===== config.mk =====
export PLATFORM = sky130hd
export DESIGN_NAME = muldiv_ctrl
export DESIGN_NICKNAME = d
export VERILOG_FILES = /design/src/rtl/muldiv_pkg.sv /design/src/rtl/muldiv_watchdog.sv /design/src/rtl/muldiv_ctrl.sv
export SDC_FILE = /design/constraint.sdc
export NUM_CORES = 1
export LEC_CHECK = 0
export CAP_MARGIN = 20
export CORE_MARGIN = 1
export CORE_UTILIZATION = 40
export DETAILED_ROUTE_END_ITERATION = 6
export DONT_BUFFER_PORTS = 1
export RECOVER_POWER = 100
export SETUP_SLACK_MARGIN = 0.2
export SYNTH_ARGS = -nofsm -noshare
export SYNTH_HDL_FRONTEND = slang
export SYNTH_SLANG_ARGS = --single-unit

===== constraint.sdc =====
create_clock -name clk -period 3.1 [get_ports clk]
set_input_delay 0.775 -clock clk [delete_from_list [all_inputs] [get_ports clk]]
set_output_delay 0.775 -clock clk [all_outputs]
set_load 0.05 [all_outputs]

===== src/rtl/muldiv_pkg.sv =====
// Shared types and constants for the multiply/divide sequencer.
// The main control FSM also uses the op constants.
package muldiv_pkg;

  typedef enum logic [2:0] {
    S_IDLE  = 3'd0,
    S_START = 3'd1,
    S_WAIT  = 3'd2,
    S_WRITE = 3'd3,
    S_EXC   = 3'd4
  } state_e;

  localparam logic OP_MULT = 1'b0;
  localparam logic OP_DIV  = 1'b1;

  typedef enum logic [1:0] {
    CAUSE_NONE     = 2'd0,
    CAUSE_DIV_ZERO = 2'd1,
    CAUSE_TIMEOUT  = 2'd2
  } cause_e;

endpackage


===== src/rtl/muldiv_watchdog.sv =====
// Wait-cycle counter for the mult/div sequencer.
// `expired` is registered and is high while the count equals TIMEOUT.
module muldiv_watchdog #(
  parameter int unsigned TIMEOUT = 40,
  parameter int unsigned CNT_W   = $clog2(TIMEOUT + 1)
) (
  input  logic             clk,
  input  logic             rst,
  input  logic             clear,
  input  logic             enable,
  output logic [CNT_W-1:0] count,
  output logic             expired
);

  logic [CNT_W-1:0] count_q, count_d;
  logic             expired_q, expired_d;

  // Clear wins over enable; the sequencer leaves WAIT at TIMEOUT, so no wrap.
  always_comb begin
    count_d = count_q;
    if (clear) begin
      count_d = '0;
    end else if (enable) begin
      count_d = count_q + CNT_W'(1);
    end
    expired_d = (count_d == CNT_W'(TIMEOUT));
  end

  always_ff @(posedge clk or negedge rst) begin
    if (!rst) begin
      count_q   <= '0;
      expired_q <= 1'b0;
    end else begin
      count_q   <= count_d;
      expired_q <= expired_d;
    end
  end

  assign count   = count_q;
  assign expired = expired_q;

endmodule


===== src/rtl/muldiv_ctrl.sv =====
// Sequencer for the shared mult/div resource: start pulse, watchdogged wait,
// then HI/LO load or a div-zero/timeout exception.
module muldiv_ctrl
  import muldiv_pkg::*;
#(
  parameter int unsigned TIMEOUT = 40,
  parameter int unsigned CNT_W   = $clog2(TIMEOUT + 1)
) (
  input  logic             clk,
  input  logic             rst,
  input  logic             req,
  input  logic             op,
  input  logic             abort,
  input  logic             mult_end,
  input  logic             div_end,
  input  logic             div_zero,
  output logic             mult_start,
  output logic             div_start,
  output logic             hi_ctrl,
  output logic             lo_ctrl,
  output logic             hilo_write,
  output logic             busy,
  output logic             done,
  output logic             exc_div_zero,
  output logic             exc_timeout,
  output logic [CNT_W-1:0] last_cycles
);

  state_e           state_q, state_d;
  logic             op_q, op_d;
  cause_e           cause_q, cause_d;
  logic [CNT_W-1:0] last_q, last_d;

  logic             busy_q, busy_d;
  logic             mult_start_q, mult_start_d;
  logic             div_start_q, div_start_d;
  logic             hilo_sel_q, hilo_sel_d;
  logic             hilo_write_q, hilo_write_d;
  logic             done_q, done_d;
  logic             exc_dz_q, exc_dz_d;
  logic             exc_to_q, exc_to_d;

  logic             wd_clear;
  logic             wd_enable;
  logic [CNT_W-1:0] wd_count;
  logic             wd_expired;
  logic             end_sel;

  muldiv_watchdog #(
    .TIMEOUT (TIMEOUT),
    .CNT_W   (CNT_W)
  ) u_watchdog (
    .clk     (clk),
    .rst     (rst),
    .clear   (wd_clear),
    .enable  (wd_enable),
    .count   (wd_count),
    .expired (wd_expired)
  );

  assign end_sel = (op_q == OP_DIV) ? div_end : mult_end;

  // Next state; outputs are decoded from the next state so they register in step with it.
  always_comb begin
    state_d  = state_q;
    op_d     = op_q;
    cause_d  = cause_q;
    last_d   = last_q;
    wd_clear = 1'b0;

    unique case (state_q)
      S_IDLE: begin
        if (req) begin
          op_d     = op;
          wd_clear = 1'b1;
          state_d  = S_START;
        end
      end
      S_START: begin
        if (abort) begin
          last_d  = wd_count;
          state_d = S_IDLE;
        end else begin
          state_d = S_WAIT;
        end
      end
      S_WAIT: begin
        if (abort) begin
          last_d  = wd_count;
          state_d = S_IDLE;
        end else if ((op_q == OP_DIV) && div_zero) begin
          last_d  = wd_count;
          cause_d = CAUSE_DIV_ZERO;
          state_d = S_EXC;
        end else if (end_sel) begin
          last_d  = wd_count;
          state_d = S_WRITE;
        end else if (wd_expired) begin
          last_d  = wd_count;
          cause_d = CAUSE_TIMEOUT;
          state_d = S_EXC;
        end
      end
      S_WRITE: state_d = S_IDLE;
      S_EXC:   state_d = S_IDLE;
      default: state_d = S_IDLE;
    endcase

    wd_enable    = (state_d == S_WAIT);

    busy_d       = (state_d != S_IDLE);
    mult_start_d = (state_d == S_START) && (op_d == OP_MULT);
    div_start_d  = (state_d == S_START) && (op_d == OP_DIV);
    hilo_sel_d   = (state_d != S_IDLE) ? op_d : 1'b0;
    hilo_write_d = (state_d == S_WRITE);
    done_d       = (state_d == S_WRITE) || (state_d == S_EXC);
    exc_dz_d     = (state_d == S_EXC) && (cause_d == CAUSE_DIV_ZERO);
    exc_to_d     = (state_d == S_EXC) && (cause_d == CAUSE_TIMEOUT);
  end

  always_ff @(posedge clk or negedge rst) begin
    if (!rst) begin
      state_q      <= S_IDLE;
      op_q         <= OP_MULT;
      cause_q      <= CAUSE_NONE;
      last_q       <= '0;
      busy_q       <= 1'b0;
      mult_start_q <= 1'b0;
      div_start_q  <= 1'b0;
      hilo_sel_q   <= 1'b0;
      hilo_write_q <= 1'b0;
      done_q       <= 1'b0;
      exc_dz_q     <= 1'b0;
      exc_to_q     <= 1'b0;
    end else begin
      state_q      <= state_d;
      op_q         <= op_d;
      cause_q      <= cause_d;
      last_q       <= last_d;
      busy_q       <= busy_d;
      mult_start_q <= mult_start_d;
      div_start_q  <= div_start_d;
      hilo_sel_q   <= hilo_sel_d;
      hilo_write_q <= hilo_write_d;
      done_q       <= done_d;
      exc_dz_q     <= exc_dz_d;
      exc_to_q     <= exc_to_d;
    end
  end

  assign mult_start   = mult_start_q;
  assign div_start    = div_start_q;
  assign hi_ctrl      = hilo_sel_q;
  assign lo_ctrl      = hilo_sel_q;
  assign hilo_write   = hilo_write_q;
  assign busy         = busy_q;
  assign done         = done_q;
  assign exc_div_zero = exc_dz_q;
  assign exc_timeout  = exc_to_q;
  assign last_cycles  = last_q;

endmodule


## After elaboration in Yosys (flattened, before gate mapping)

Cells that the tools add are included.

| storage, ports and cells | value |
|---|---|
| bits in registers | 27 |
| input port bits | 8 |
| logic and storage cells | 63 |

| cells by class | value |
|---|---|
| add/sub/neg operators | 1 |
| eq/ne operators | 11 |
| muxes and demuxes | 26 |
| bitwise logic cells | 1 |
| reductions and logical operators | 10 |

Operators by type and width:

| cell | count |
|---|---|
| $mux 6 | 7 |
| $mux 3 | 5 |
| $mux 2 | 6 |
| $pmux 6 s2 | 1 |
| $eq 3x2->1 const B | 3 |
| $pmux 3 s3 | 1 |
| $add 6x1->6 const B | 1 |
| $eq 3x1->1 const B | 2 |
| $eq 6x6->1 const B | 1 |
| $mux 1 | 6 |
| $logic_and 1x1->1 | 5 |
| $ne 5x4->1 const B | 1 |
| $eq 3x3->1 const B | 1 |
| $logic_not 3->1 | 1 |
| $reduce_and 3->1 | 1 |
| $reduce_bool 3->1 | 1 |
| $eq 2x1->1 const B | 1 |
| $eq 2x2->1 const B | 1 |
| $ne 2x2->1 const B | 1 |
| $reduce_bool 2->1 | 1 |
| $logic_or 1x1->1 | 1 |
| $not 1->1 | 1 |

## Depth between registers and ports, before layout

| depth | value |
|---|---|
| depth in word-level cells | 9 |
| mapped depth | 7 |

## Hierarchy

From an unflattened synthesis, not the netlist that was laid out.

| second synthesis, totals | value |
|---|---|
| cell total of the unflattened synthesis | 89 |
| area total of the unflattened synthesis | 1101.1 sq um |

By module, submodules not included:

| module | times used | cells an instance | area an instance (sq um) | seq. area each (sq um) |
|---|---|---|---|---|
| muldiv_ctrl | 1 | 57 | 755.7 | 450.4 |
| muldiv_watchdog | 1 | 32 | 345.3 | 175.2 |

## Worst setup path before layout

No wires, ideal clock.

| path | value |
|---|---|
| path type | in2reg |
| start | input abort |
| end | register u_watchdog.expired_q (netlist: u_watchdog.expired) |
| arrival time | 2.307 ns |
| slack | 0.695 ns |
| cell stages on the path | 6 |
| path buffers | 0 |
| path through | or4b_4 -> a2111oi_4 -> a211oi_4 -> nand4_1 -> mux2i_1 -> nor4bb_2 |

| on the way | value |
|---|---|
| cells in the longest elaborated chain, start to end | 6 |
| elaborated cells between the ends (all ways) | 7 |
| classes of those cells | 2 x eq/ne; 5 x mux |

RTL lines:

| item | line | text |
|---|---|---|
| start: declaration | muldiv_ctrl.sv:13 | `input logic abort,` |
| $mux 3 | muldiv_ctrl.sv:88 | `if (abort) begin` |
| $pmux 3 s3 | muldiv_ctrl.sv:71 | `unique case (state_q)` |
| named net state_d[2] | muldiv_ctrl.sv:29 | `state_e state_q, state_d;` |
| $eq 3x2->1 | muldiv_ctrl.sv:109 | `wd_enable = (state_d == S_WAIT);` |
| $mux 6 | muldiv_watchdog.sv:23 | `end else if (enable) begin` |
| $mux 6 | muldiv_watchdog.sv:21 | `if (clear) begin` |
| named net u_watchdog.count_d[3] | muldiv_watchdog.sv:15 | `logic [CNT_W-1:0] count_q, count_d;` |
| $eq 6x6->1 | muldiv_watchdog.sv:26 | `expired_d = (count_d == CNT_W'(TIMEOUT));` |
| named net u_watchdog.expired_d | muldiv_watchdog.sv:16 | `logic expired_q, expired_d;` |
| end signal: assignment | muldiv_watchdog.sv:35 | `expired_q <= expired_d;` |
| end: declaration | muldiv_watchdog.sv:16 |  |

The timed path passes the listed nets, and every way through them passes these cells.
A chain may end at the register's enable or synchronous reset.

## Final worst setup path

| path | value |
|---|---|
| start | register state_q[0] |
| end | register u_watchdog.expired_q (netlist: u_watchdog.expired) |

| on the way | value |
|---|---|
| elaborated cells between the ends (all ways) | 14 |
| classes of those cells | 4 x eq/ne; 9 x mux; 1 x reduce/logical |

RTL lines:

| item | line | text |
|---|---|---|
| start: declaration | muldiv_ctrl.sv:29 |  |
| start signal: assignment | muldiv_ctrl.sv:136 | `state_q <= state_d;` |
| $eq 3x2->1, or another cell as far along | muldiv_ctrl.sv:71 |  |
| $pmux 3 s3 * | muldiv_ctrl.sv:71 |  |
| named net state_d[2] | muldiv_ctrl.sv:29 |  |
| $eq 3x2->1 * | muldiv_ctrl.sv:109 |  |
| $mux 6 * | muldiv_watchdog.sv:23 |  |
| $mux 6 * | muldiv_watchdog.sv:21 |  |
| named net u_watchdog.count_d[3] | muldiv_watchdog.sv:15 |  |
| $eq 6x6->1 * | muldiv_watchdog.sv:26 |  |
| named net u_watchdog.expired_d | muldiv_watchdog.sv:16 |  |

The timed path passes the listed nets; every way through them passes the cells marked *.

==> metrics.md <==
| Metric | Value |
|---|---|
| Skew-Pair Late Insertion Delay | 0.31 ns |
| FMAX | 0.413 GHz |
| Max-slew headroom | 42.6% |
| # hold bufs at CTS | 0 |
| Row count | 19 |
| Max-slew violation count | 0 |
| Ranking of synthesized cells by area | dfrtp_1, mux2_2, nor2_1, mux2i_1, nand2_1 |
| Post-CTS setup buffer count | 0 |
| Cell Chain, Critical Path | or4b_1 -> a2111oi_4 -> a211oi_4 -> nand4_1 -> mux2i_1 -> nor4bb_2 |
| Psw | 0.000382 W |
| CP Data Arrival Time | 2.65 ns |
| Worst path depth | 6 |
| Crit path required time | 3.33 ns |
| Post-route setup TNS | 0 ns |
| Final ANT Viol Nets | 0 |
| Final Hold Vio Count | 0 |
| Dpl cell area | 1280 um^2 |
| Crit path time final | 2.42 ns |
| Die Area | 3370 um^2 |
| Vias in the first global route | 841 |
| DRT Pass-1 Iters | 6 |
| Reg2reg setup slack | 0.68 ns |
| Max Clock Skew | 0.00567 ns |
| Layout Nets | 111 |
| RSZ-0062 raised after global routing | false |
| Die Height | 58.0 um |
| Post-synth top flop | dfrtp_1 |
| Largest net degree at the start of global routing | 28 |
| PortBufs | 0 |
| Worst Path Max Fanout | 8 |
| Sequential Power Share | 62.7% |
| Inst Count DP | 128 |
| Number of buffers and inverters on the critical path | 0 |
| Lkg Pwr | 0.601 nW |
| CP Capture Type | flop |
| Total GRT Usage | 14.9% |
| Failing checks | DRC |
| Post-layout instance area | 1300 um^2 |
| Initial Util | 44.0% |
| Share of the synthesized area in the top cell type | 53.8% |
| First-pass GRT wire length | 3840 um |
| Top delay family on crit path | simple AND/OR/NAND/NOR gates |
| Highest cell delay on the worst timing path | 0.69 ns |
| Wire per inst | 16.2 um |
| Yosys top cell by area | dfrtp_1 |
| # diodes | 0 |
| Status | finished, violations left |
| Cell with the most instances after synthesis | dfrtp_1 |
| IO Count | 23 |
| Post-Syn Area per Cell | 12.7 um^2 |
| Worst hold path class | in2async |
| Switching share of power | 40.5% |
| Ys async rst share | 100% |
| Clk pwr share | 15.3% |
| Drt drc | 2 |
| Post-synth EDFFs | 0 |
| Final wirelength | 2140 um |
| Sequential cell area | 676 um^2 |
| Die W | 58.0 um |
| CTS sink cnt | 27 |
| H-Tree Depth | 1 |
| GP Congestion | 0.848 |
| Finished Layout Cells | 132 |
| Slowest cell on crit path | or4b_1 |
| Ratio of cells with drive above 1 in the final layout | 18.8% |
| Max_cap viols | 0 |
| Max VDD drop | 0.000403 V |
| CTS tree | done |
| Yosys warning count | 0 |
| Syn nets | 108 |
| Worst-margin pin slew | 0.862 ns |
| Register bit total from synthesis | 27 |
| Final setup fails | 0 |
| Combinational power share | 22.0% |
| Pwr dens | 726 nW/um^2 |
| Final HPWL DP | 1580 um |
| Period utilization | 78.1% |
| Multi-input logic area | 547 um^2 |
| Maximum buffer depth of the clock tree | 2 |
| WS Path Type | reg2reg |
| FF-to-FF path depth | 6 |
| Total core area | 2850 um^2 |
| Startpoint types | flop |
| Distinct cells, synth | 37 |
| Clock transition at path regs | 0.14 ns |
| Pint | 0.000562 W |
| Via/cell ratio | 5.73 |
| Seq/Total Area, Yosys | 53.8% |
| Via count | 756 |
| Fill count | 275 |
| Num CTS Buffers | 3 |
| Post-synth top cells | dfrtp_1, nor2_1, mux2_2, nand2_1 |
| Remaining Overflow, GRT | 0 |
| Post-Syn Area | 1250 um^2 |
| Initial DRC count | 31 |
| Post-Syn Instances | 99 |
| CTS Root Cell | clkbuf_4 |
| Initial antenna violation count | 0 |
| Area growth, synth to finish | 3.59% |
| Post-CTS Resized | 0 |
## power groups by stage
stage	clock (W)	sequential [W]	combinational (W)
floorplan	0	0.000558	0.000216
global placement	0	0.000598	0.000213
detailed placement	0	0.000600	0.000215
CTS	0.000153	0.000593	0.000217
global route	0.000166	0.000604	0.000230
finish	0.000144	0.000592	0.000207
## per-stage QoR
step / total power, W / util (%) / worst slack [ns] / hold slack [ns]
6_report: 0.000944 / 45.6 / 0.678 / 0.131
5_1_grt: 0.00100 / 45.6 / 0.561 / 0.0889
4_1_cts: 0.000963 / 46.0 / 0.750 / 0.113
3_5_place_dp: 0.000816 / 45.0 / 0.519 / 0.480
3_3_place_gp: 0.000810 / 45.0 / 0.625 / 0.480
2_1_floorplan: 0.000774 / - / 0.695 / 0.438
## cell type report
class / instances / share of cell area (%)
Clock buffer: 3 / 1.73
Clock inverter: 1 / 0.385
Sequential cell: 27 / 52.0
Multi-Input combinational cell: 67 / 42.1
Tap cell: 31 / 2.98
Inverter: 2 / 0.577
Timing Repair Buffer: 1 / 0.289
## cells in the final DEF (no fill, tap or decap), drive strengths merged
cell type	n
nor4bb	1
and3	1
ha	1
clkbuf	4
nand3	2
xnor2	1
nor2	10
a311o	1
nand3b	3
and4	1
a221oi	1
nor2b	3
nand4	2
o21ai	2
or2	1
or2b	1
a2111oi	1
nand2b	1
and3b	1
inv	2
or4b	1
mux2	8
a21oi	1
mux2i	3
a211oi	1
dfrtp	27
and2	2
nor4b	2
xor2	2
nand2	8
o211ai	2
clkinv	1
a21o	2
or3	1
## final timing paths
path / start / to
worst max register to register: state_q[0] / u_watchdog.expired
worst min-delay path: rst / exc_timeout
worst max-delay path: state_q[0] / u_watchdog.expired
min in group clk: op / mult_start
worst min register to register: cause_q[0] / cause_q[0]
max in group asynchronous: rst / state_q[0]
## sequential cells by signal, indices dropped and copies added (netlist names), 2 cells and up
register / cells
last_cycles: 6
u_watchdog.count: 6
cause_q: 2
state_q: 3
## logic make-up (layout without fill, tap and decap cells)
family | count (synthesis) | in the layout | synth area share (%)
multiplexers | 11 | 11 | 9.57
XOR/XNOR | 3 | 3 | 2.09
buffers and inverters | 5 | 7 | 1.89
AO/OA/AOI/OAI | 11 | 11 | 11.2
flip-flops | 27 | 27 | 53.8
AND/OR/NAND/NOR | 41 | 41 | 20.4
adder cells (fa/ha/maj) | 1 | 1 | 0.997
## per-layer routing
layer / GRT usage (%) / vias to the layer above / share of wire [%]
met2: 23.8 / 19 / 48
li1: - / 352 / -
met1: 19.2 / 379 / 44
met5: 0 / - / 0
met3: 4.46 / 6 / 6.0
met4: 5.44 / 0 / 1.6
Note: power is estimated with default switching activity, not from simulation.
